==> src/rtl/timer_pkg.sv <==
// rtl/timer_pkg.sv - shared register map and TCON layout for timer_bank
// Purpose: offset constants, TCON bit positions and channel stride used by
//          timer_bank and timer_channel.
// Ports:   none (package).
package timer_pkg;

    // Byte offsets within the 256-byte register window (addr[7:0]).
    localparam logic [7:0] OFF_TH      = 8'h00;
    localparam logic [7:0] OFF_TL      = 8'h04;
    localparam logic [7:0] OFF_TCON    = 8'h08;
    localparam logic [7:0] OFF_PRESC   = 8'h0C;
    localparam logic [7:0] OFF_SYSTICK = 8'hF0;
    localparam logic [7:0] OFF_PEND    = 8'hF4;

    // TCON bit positions.
    localparam int EN      = 0;
    localparam int IRQ_EN  = 1;
    localparam int STATUS  = 2;
    localparam int ONESHOT = 3;

    // Byte distance between consecutive channel register blocks.
    localparam int CH_STRIDE = 16;

    // Word index of a register inside a channel block (addr[1:0] ignored).
    function automatic logic [1:0] reg_index(input logic [7:0] off);
        return off[3:2];
    endfunction

endpackage

==> src/rtl/timer_channel.sv <==
// rtl/timer_channel.sv - one reload timer: TH, TL, TCON, PRESC and prescaler
// Purpose: prescaled up-counter with reload on overflow, optional one-shot,
//          sticky status flag that software may clear but never set.
// Ports:
//   clk, reset   clock, synchronous active-high reset
//   wr_en        bus write addressed to this channel's block
//   reg_idx      word index inside the block (TH/TL/TCON/PRESC)
//   wdata        bus write data
//   pend_clr     PEND write with this channel's bit set
//   rd_data      zero-extended value of the register at reg_idx
//   status       overflow status flag
//   irq_en       interrupt enable bit
module timer_channel
    import timer_pkg::*;
#(
    parameter int CNT_W   = 32,
    parameter int PRESC_W = 16
) (
    input  logic        clk,
    input  logic        reset,
    input  logic        wr_en,
    input  logic [1:0]  reg_idx,
    input  logic [31:0] wdata,
    input  logic        pend_clr,
    output logic [31:0] rd_data,
    output logic        status,
    output logic        irq_en
);

    localparam logic [1:0] IDX_TH    = reg_index(OFF_TH);
    localparam logic [1:0] IDX_TL    = reg_index(OFF_TL);
    localparam logic [1:0] IDX_TCON  = reg_index(OFF_TCON);
    localparam logic [1:0] IDX_PRESC = reg_index(OFF_PRESC);

    logic [CNT_W-1:0]   th_q, th_d;
    logic [CNT_W-1:0]   tl_q, tl_d;
    logic [PRESC_W-1:0] presc_q, presc_d;
    logic [PRESC_W-1:0] pre_cnt_q, pre_cnt_d;
    logic               en_q, en_d;
    logic               irq_en_q, irq_en_d;
    logic               status_q, status_d;
    logic               oneshot_q, oneshot_d;

    logic wr_th, wr_tl, wr_tcon, wr_presc;
    logic tick, overflow;

    always_comb begin
        wr_th    = wr_en && (reg_idx == IDX_TH);
        wr_tl    = wr_en && (reg_idx == IDX_TL);
        wr_tcon  = wr_en && (reg_idx == IDX_TCON);
        wr_presc = wr_en && (reg_idx == IDX_PRESC);
    end

    always_comb begin
        // Tick and overflow use the registered controls, so TCON/PRESC
        // writes only influence the following cycle.
        tick     = en_q && (pre_cnt_q == presc_q);
        overflow = tick && (tl_q == {CNT_W{1'b1}});

        pre_cnt_d = '0;
        if (en_q && !tick) begin
            pre_cnt_d = pre_cnt_q + PRESC_W'(1);
        end

        th_d    = wr_th    ? wdata[CNT_W-1:0]   : th_q;
        presc_d = wr_presc ? wdata[PRESC_W-1:0] : presc_q;

        tl_d = tl_q;
        if (tick) begin
            tl_d = overflow ? th_q : tl_q + CNT_W'(1);
        end
        // A TL write overrides the count; the concurrent tick is dropped.
        if (wr_tl) begin
            tl_d = wdata[CNT_W-1:0];
        end

        en_d      = en_q;
        irq_en_d  = irq_en_q;
        oneshot_d = oneshot_q;
        status_d  = status_q;
        if (wr_tcon) begin
            en_d      = wdata[EN];
            irq_en_d  = wdata[IRQ_EN];
            oneshot_d = wdata[ONESHOT];
            // Software may only clear status through TCON.
            status_d  = wdata[STATUS] & status_q;
        end
        if (pend_clr) begin
            status_d = 1'b0;
        end
        // Overflow comes last: its status set beats any clear, and a
        // one-shot stop beats a concurrent enable write.
        if (overflow) begin
            if (irq_en_q) begin
                status_d = 1'b1;
            end
            if (oneshot_q) begin
                en_d = 1'b0;
            end
        end
    end

    always_ff @(posedge clk) begin
        if (reset) begin
            th_q      <= '0;
            tl_q      <= '0;
            presc_q   <= '0;
            pre_cnt_q <= '0;
            en_q      <= 1'b0;
            irq_en_q  <= 1'b0;
            status_q  <= 1'b0;
            oneshot_q <= 1'b0;
        end else begin
            th_q      <= th_d;
            tl_q      <= tl_d;
            presc_q   <= presc_d;
            pre_cnt_q <= pre_cnt_d;
            en_q      <= en_d;
            irq_en_q  <= irq_en_d;
            status_q  <= status_d;
            oneshot_q <= oneshot_d;
        end
    end

    always_comb begin
        rd_data = '0;
        if (reg_idx == IDX_TH) begin
            rd_data[CNT_W-1:0] = th_q;
        end else if (reg_idx == IDX_TL) begin
            rd_data[CNT_W-1:0] = tl_q;
        end else if (reg_idx == IDX_TCON) begin
            rd_data[EN]      = en_q;
            rd_data[IRQ_EN]  = irq_en_q;
            rd_data[STATUS]  = status_q;
            rd_data[ONESHOT] = oneshot_q;
        end else begin
            rd_data[PRESC_W-1:0] = presc_q;
        end
    end

    assign status = status_q;
    assign irq_en = irq_en_q;

endmodule

==> src/rtl/timer_bank.sv <==
// rtl/timer_bank.sv - memory-mapped bank of reload timers plus Systick
// Purpose: address decode, read mux, free-running Systick and the
//          registered interrupt OR over N_CH timer_channel instances.
// Ports:
//   clk, reset          clock, synchronous active-high reset
//   addr                byte address; addr[31:16] selects, addr[7:2] decodes
//   wdata               write data
//   mem_read, mem_write read / write strobes
//   rdata               combinational read data, 0 when not selected
//   irq                 registered OR of (status & irq_en) over channels
//   systick             free-running cycle counter
module timer_bank
    import timer_pkg::*;
#(
    parameter int          N_CH    = 2,
    parameter int          CNT_W   = 32,
    parameter int          PRESC_W = 16,
    parameter logic [15:0] BASE_HI = 16'h4000
) (
    input  logic        clk,
    input  logic        reset,
    input  logic [31:0] addr,
    input  logic [31:0] wdata,
    input  logic        mem_read,
    input  logic        mem_write,
    output logic [31:0] rdata,
    output logic        irq,
    output logic [31:0] systick
);

    logic        sel;
    logic [7:0]  off;
    logic        wr_en;
    logic        pend_wr;

    logic [31:0] systick_q, systick_d;
    logic        irq_q, irq_d;

    logic [N_CH-1:0] ch_hit;
    logic [N_CH-1:0] ch_status;
    logic [N_CH-1:0] ch_irq_en;
    logic [31:0]     ch_rdata [N_CH];

    // addr[15:8] is outside the window and addr[1:0] is the byte lane.
    logic unused_addr;
    assign unused_addr = ^{addr[15:8], addr[1:0]};

    always_comb begin
        sel     = (addr[31:16] == BASE_HI);
        off     = {addr[7:2], 2'b00};
        wr_en   = mem_write && sel;
        pend_wr = wr_en && (off == OFF_PEND);
    end

    for (genvar c = 0; c < N_CH; c++) begin : g_ch
        localparam logic [7:0] CH_BASE = 8'(c * CH_STRIDE);

        // N_CH <= 15, so channel blocks never alias the global 0xF0 block.
        assign ch_hit[c] = sel && (off[7:4] == CH_BASE[7:4]);

        timer_channel #(
            .CNT_W   (CNT_W),
            .PRESC_W (PRESC_W)
        ) u_ch (
            .clk      (clk),
            .reset    (reset),
            .wr_en    (wr_en && ch_hit[c]),
            .reg_idx  (off[3:2]),
            .wdata    (wdata),
            .pend_clr (pend_wr && wdata[c]),
            .rd_data  (ch_rdata[c]),
            .status   (ch_status[c]),
            .irq_en   (ch_irq_en[c])
        );
    end

    always_comb begin
        systick_d = systick_q + 32'd1;
        irq_d     = |(ch_status & ch_irq_en);
    end

    always_ff @(posedge clk) begin
        if (reset) begin
            systick_q <= '0;
            irq_q     <= 1'b0;
        end else begin
            systick_q <= systick_d;
            irq_q     <= irq_d;
        end
    end

    always_comb begin
        rdata = '0;
        if (mem_read && sel) begin
            if (off == OFF_SYSTICK) begin
                rdata = systick_q;
            end else if (off == OFF_PEND) begin
                rdata[N_CH-1:0] = ch_status;
            end else begin
                for (int c = 0; c < N_CH; c++) begin
                    if (ch_hit[c]) begin
                        rdata = ch_rdata[c];
                    end
                end
            end
        end
    end

    assign irq     = irq_q;
    assign systick = systick_q;

endmodule

==> config.mk <==
export PLATFORM = sky130hd
export DESIGN_NAME = timer_bank
export DESIGN_NICKNAME = d
export VERILOG_FILES = /design/src/rtl/timer_pkg.sv /design/src/rtl/timer_channel.sv /design/src/rtl/timer_bank.sv
export SDC_FILE = /design/constraint.sdc
export NUM_CORES = 1
export LEC_CHECK = 0
export BUFFER_PORTS_ARGS = -buffer_cell sky130_fd_sc_hd__buf_4
export CELL_PAD_IN_SITES_DETAIL_PLACEMENT = 0
export CELL_PAD_IN_SITES_GLOBAL_PLACEMENT = 1
export CORE_ASPECT_RATIO = 1.25
export CORE_MARGIN = 2
export CORE_UTILIZATION = 48
export DETAILED_ROUTE_END_ITERATION = 6
export PLACE_DENSITY = 0.89
export SYNTH_ARGS = -nofsm -noshare
export SYNTH_HDL_FRONTEND = slang
export SYNTH_SLANG_ARGS = --single-unit
==> constraint.sdc <==
create_clock -name clk -period 4 [get_ports clk]
set_input_delay 0.8 -clock clk [delete_from_list [all_inputs] [get_ports clk]]
set_output_delay 0.8 -clock clk [all_outputs]
set_load 0.02 [all_outputs]
==> results of run 1 <==
-- power groups by stage --
stage	clock network [µW]	logic (µW)	registers, µW
after floorplan	0	83.9	2380
after global routing	2590	225	2330
after CTS	2500	211	2330
final	2470	216	2330
after detailed placement	0	211	2380
after global placement	0	211	2380
-- final cells by class --
class	count	area, µm²
Clock buffer	32	704
Clock inverter	15	164
Fill cell	2657	12100
Inverter	29	109
Multi-Input combinational cell	1331	8060
Sequential cell	233	4660
Tap cell	350	438
Timing Repair Buffer	167	1280
-- cells in the final DEF (no fill, tap or decap), types with 5 or more instances in the layout --
cell type  count
or3_1         23
and4_1        22
o211ai_1      12
a31o_2         5
a31oi_1       11
nand3_1       59
and2_1        10
a22o_1         6
nand2b_1       7
a2bb2oi_1      8
o22ai_1       16
ha_1           5
o21ai_0       53
o31a_1         5
mux4_2         8
a2111oi_0      5
buf_4        164
nand2_1      294
and3_1        32
nor4_1        30
xnor2_1       22
clkbuf_16     27
o21bai_1       5
mux2_2        53
inv_1         28
xor2_1        63
clkinv_2       7
a21oi_1      169
nor3_1        24
nand4_1       42
dfxtp_1      233
a22oi_1       52
a41oi_1       10
mux2i_1       19
nor2_1       147
a211oi_1      33
-- flip-flops by register name, indices dropped and copies added, names as in the netlist --
name	count
g_ch.u_ch.th_q	64
g_ch.u_ch.tl_q	64
g_ch.u_ch.pre_cnt_q	32
g_ch.u_ch.presc_q	32
systick	32
g_ch.u_ch.en_q	2
g_ch.u_ch.irq_en	2
g_ch.u_ch.oneshot_q	2
g_ch.u_ch.status	2
irq	1
-- tightest hold or removal path: stages (launching register included) --
cell and delay (ps):
dfxtp_1 320, nand2_1 60, a21oi_1 50
-- metal layers --
layer  track usage (%)  share of wire (%)  wire length, µm
met1              41.4                 39            18900
met2              52.1                 46            22400
met3              4.98                9.0             4350
met4              17.3                6.0             2940
met5                 0                  0                0
-- path summary, 6_finish.rpt --
| kind | from | to | slack [ps] | cells after the start |
|---|---|---|---|---|
| worst max-delay path | addr[17] | rdata[31] | 460 | 10 |
| worst min-delay path | g_ch[1].u_ch.th_q[29]$_SDFFE_PP0P_ | g_ch[1].u_ch.th_q[29]$_SDFFE_PP0P_ | 470 | 2 |
| worst max register to register | g_ch[1].u_ch.tl_q[1]$_SDFFE_PP0P_ | g_ch[1].u_ch.tl_q[11]$_SDFFE_PP0P_ | 1100 | 8 |
| worst min register to register | g_ch[1].u_ch.th_q[29]$_SDFFE_PP0P_ | g_ch[1].u_ch.th_q[29]$_SDFFE_PP0P_ | 470 | 2 |
-- cells by family after synthesis --
group | synth area share (%)
and+or+nand+nor | 26.1
AOI/OAI and AO/OA | 20.8
DFF | 35.0
buffers and inverters | 4.76
muxes | 7.25
adders and majority gates | 0.469
xor gates and xnor gates | 5.58
-- stage by stage --
| step | hold WS, ps | instance area (µm²) | power, µW | util (%) |
|---|---|---|---|---|
| floorplan | 433 | 13300 | 2470 | - |
| global placement | 445 | 14500 | 2590 | 52.9 |
| detailed placement | 460 | 14500 | 2590 | 52.9 |
| CTS | 469 | 15400 | 5050 | 56.1 |
| global route | 478 | 15400 | 5150 | 56.1 |
| finish | 469 | 15400 | 5020 | 56.1 |
==> results.md, run 1 <==
* Final WS setup at between 400 and 500 ps
* Final setup fails at 0
* Leading area contributor after synthesis: dfxtp_1
* Worst skew pair latency at between 500 and 600 ps
* Synth Warn # at 0
* Flop pwr share at 46.4%
* Area Growth Syn to Fin at 15.6%
* Largest net degree at the start of global routing at 117
* DR iter-0 viols at 1,265
* Slowest-stage cell, CP: and3_1
* Logic pwr share at 4.3%
* GRT Total Usage at 32.2%
* Clock tree sinks at 233
* Final Max Tran Viols at 0
* Internal Power at 3840 µW
* Commonest cells in the netlist: 294 x nand2_1, 233 x dfxtp_1, 169 x a21oi_1
* Synth Instances at 1,723
* Crit path max fanout at 15
* Post-Synthesis Cell Area at 13,300 µm²
* Most used cell, CP: buf_4
* Number of hold buffers added after CTS at 0
* Synthesized area per cell at 7.74 µm²
* Distinct cell type count after synthesis at 77
* Critical Path AT at 2740 ps
* Least-Margin Pin Slew at 967 ps
* Clock skew at between 10 and 15 ps
* Top-Level Pins at approximately 130
* Worst EP required at roughly 3200 ps
* Number of iterations in the first detailed-routing pass at 6
* Max-slew headroom at 35.0%
* Ys flop type: dfxtp_1
* Post-Route Setup TNS at 0 ps
* Inserted Diodes at 0
* CP endpoint kind: output pin
* Max-cap viol count at 0
* Post-synth EDFFs at 0
* Ys async rst share at 0%
* Max Root-Sink Buffers at 3
* Pleak at 0.00535 µW
* Share of the synthesized area in the top cell type at between 30% and 40%
* Post-DP HPWL at 34,500 µm
* Vias in the first global route at approximately 13,000
* Crit share post-route at between 80 and 90%
* Initial core utilization at 48.5%
* Fin crit period at 3540 ps
* Rows at 68
* RSZ-0062 raised after global routing: false
* Final hold violation count at 0
* Max Fclk at approximately 280 MHz
* Psw at 1180 µW
* Vias/cell at 6.35
* First-pass GRT wire length at 74,500 µm
* Power Density at roughly 330 nW/µm²
* DRC at 0
* GRT overflow at 0
* Antenna Nets Post-Route at 0
* CP top delay family: simple AND/OR/NAND/NOR gates
* Status: complete, no violations
* Non-filler cells, final at approximately 2,200
* Cell with the most instances after synthesis: nand2_1
* CTS buffer count at 26
* Placed insts at 2,110
* TritonCTS clock tree: yes
* Worst-path clk slew at 70 ps
* H-tree levels at 1
* Worst Path Buf+Inv at 4
* Die Footprint at 29,100 µm²
* Net count, final at 1,861
* Crit-path cells: buf_4, nor4_1, and3_1, nand3_1, buf_4, nor2_1, buf_4, nand2_1, a21oi_1, buf_4
* Min-delay worst type: flip-flop to flip-flop
* Clock Tree Root: clkbuf_16
* Number of port buffers at 122
* Synth area leaders: dfxtp_1 35%, nand2_1 8.3%, a21oi_1 6.3%
* CORE AREA at between 20,000 and 30,000 µm²
* Critical Path Source Type: primary input
* Post_cts resized at 0
* Die X at approximately 150 µm
* Switch share at 23.5%
* WL final at 48,600 µm
* Initial antenna violation count at 0
* Syn Nets at 1,796
* Setup bufs post-CTS at 0
* DR vias at 13,700
* FF+latch count, synth at 233
* Die Ht at approximately 190 µm
* Share of cells above drive strength 1 at 16.4%
* Crit-path max cell delay at 370 ps
* Sequential fraction of the synthesis area at 35.0%
* Dpl ws at 503 ps
* Clock share of power at between 40% and 50%
* Worst Path Class, Setup: primary input to output pin
* Gpl congestion at roughly 0.94
* Routed length per instance at between 20 and 25 µm
* VDD IR max at 0.271 mV
(Power assumes the default switching activity.)
==> run 2: changes to the inputs <==
==> constraint.sdc (replaced) <==
create_clock -name clk -period 4 [get_ports clk]
set_input_delay 0.4 -clock clk [delete_from_list [all_inputs] [get_ports clk]]
set_output_delay 0.4 -clock clk [all_outputs]
set_load 0.02 [all_outputs]
==> results.md, run 2 (synthesis results as in run 1) <==
* Worst-path clk slew at 60 ps
* Most common cell after layout, fill and taps aside: nand2_1
* CTS buffer count at 26
* WL final at between 40,000 and 50,000 µm
* Design Area, Final at 15,400 µm²
* CP top delay family: simple AND/OR/NAND/NOR gates
* Number of port buffers at 122
* DRC at 0
* Die Footprint at 29,100 µm²
* Share of cells above drive strength 1 at 15.9%
* Fillers at between 2,000 and 3,000
* Most used cell, CP: buf_4
* Largest net degree at the start of global routing at between 100 and 150
* Most frequent cells in the layout: 294 x nand2_1, 233 x dfxtp_1, 169 x a21oi_1, 154 x buf_4, 147 x nor2_1
* DR vias at 13,600
* Number of hold buffers added after CTS at 0
* Max-cap viol count at 0
* TritonCTS clock tree: yes
* Final setup fails at 0
* Die X at 153 µm
* Multi-input logic area at 8060 µm²
* Worst Path Buf+Inv at 3
* GRT Total Usage at ~32%
* Crit-path cells: buf_4, nor4_2, and2_1, nand3_1, nor2_1, buf_4, nand2_1, a21oi_1, buf_4
* Inserted Diodes at 0
* CORE AREA at ~27,000 µm²
* Post-Route Setup TNS at 0 ps
* Worst skew pair latency at 550 ps
* DP Area at 14,500 µm²
* Fin crit period at between 3000 and 4000 ps
* DR iter-0 viols at 1,300
* Clock tree sinks at roughly 230
* Area Growth Syn to Fin at 15.5%
* GRT overflow at 0
* Max Root-Sink Buffers at 3
* Initial core utilization at 48.5%
* Top Registers: g_ch.u_ch.th_q (64), g_ch.u_ch.tl_q (64)
* Routed length per instance at between 20 and 25 µm
* First-pass GRT wire length at 75,000 µm
* Setup bufs post-CTS at 0
* VDD IR max at around 0.37 mV
* Min-delay worst type: primary input to flip-flop
* Vias in the first global route at approximately 13,000
* Gpl congestion at between 0.9 and 1
* Post_cts resized at 0
* Worst EP required at about 3600 ps
* Antenna Nets Post-Route at 0
* Crit path max fanout at 15
* Rows at just under 70
* Die Ht at 190 µm
* Register area at 4660 µm²
* Worst Path Class, Setup: primary input to output pin
* H-tree levels at 1
* Top-Level Pins at 133
* Max Fclk at 311 MHz
* Slowest-stage cell, CP: nand3_1
* Final hold violation count at 0
* Clock Tree Root: clkbuf_16
* Vias/cell at 6.32
* Final Max Tran Viols at 0
* Max-slew headroom at 39.8%
* CP endpoint kind: output pin
* Power Density at 338 nW/µm²
* Crit share post-route at 80.3%
* Post-DP HPWL at approximately 34,000 µm
* Pleak at between 0.005 and 0.006 µW
* Least-Margin Pin Slew at 901 ps
* Critical Path AT at 2810 ps
* Status: complete, no violations
* Number of iterations in the first detailed-routing pass at 6
* Initial antenna violation count at 0
* Critical Path Source Type: primary input
* RSZ-0062 raised after global routing: false
* Clock skew at 7.78 ps
* Net count, final at 1,850
* Final Util at 56.1%
* Crit-path max cell delay at 490 ps
run 2: changes by cell type in the layout (fill, tap and decap cells not counted):
cell and delta:
buf_12 -1, buf_4 -10, clkinvlp_4 -4, clkbuf_8 +5, clkinv_2 -1, inv_6 -1
bufinv_16 +2
run 2: stage by stage:
| stage | instances | hold slack, ps | setup slack (ps) | power [µW] |
|---|---|---|---|---|
| after floorplan | 1723 | 433 | 1390 | 2470 |
| after global placement | 2099 | 448 | 839 | 2590 |
| after detailed placement | 2099 | 458 | 857 | 2590 |
| after CTS | 2147 | 100 | 864 | 5240 |
| after global routing | 2147 | 107 | 565 | 5350 |
| final | 2147 | 117 | 790 | 5210 |
run 2: cell type report:
class	instances	area share, %
well taps	350	2.84
repair buffers	156	7.71
multi-input cells	1331	52.3
flip-flops and latches	233	30.3
clock inverters	11	1.17
inverters	29	0.707
clock buffers	37	5.02
run 2: worst paths after layout:
kind	end	slack [ps]	start	cells after the start
max	rdata[31]	790	addr[26]	9
min	g_ch[0].u_ch.tl_q[29]$_SDFFE_PP0P_	120	wdata[29]	2
max reg2reg	g_ch[1].u_ch.tl_q[14]$_SDFFE_PP0P_	1080	g_ch[1].u_ch.tl_q[1]$_SDFFE_PP0P_	7
min reg2reg	g_ch[1].u_ch.th_q[15]$_SDFFE_PP0P_	470	g_ch[1].u_ch.th_q[15]$_SDFFE_PP0P_	2
run 2: power by group:
| part | internal [µW] | switching [µW] |
|---|---|---|
| sequential | 2320 | 10.1 |
| clock | 1660 | 1010 |
| combinational | 68.1 | 143 |
| total | 4050 | 1160 |
run 2: layer usage:
layer  track usage [%]  part of all wire [%]
met1              42.6                    40
met2              53.1                    47
met3              3.55                   7.9
met4              15.2                   5.0
met5                 0                     0
run 2: worst reg2reg max path: stages (launching register included):
cell and delay, ps:
dfxtp_1 430, ha_1 220, and3_1 370, nand4_2 330
nor3_2 610, buf_4 310, a211oi_1 90, a2111oi_0 420
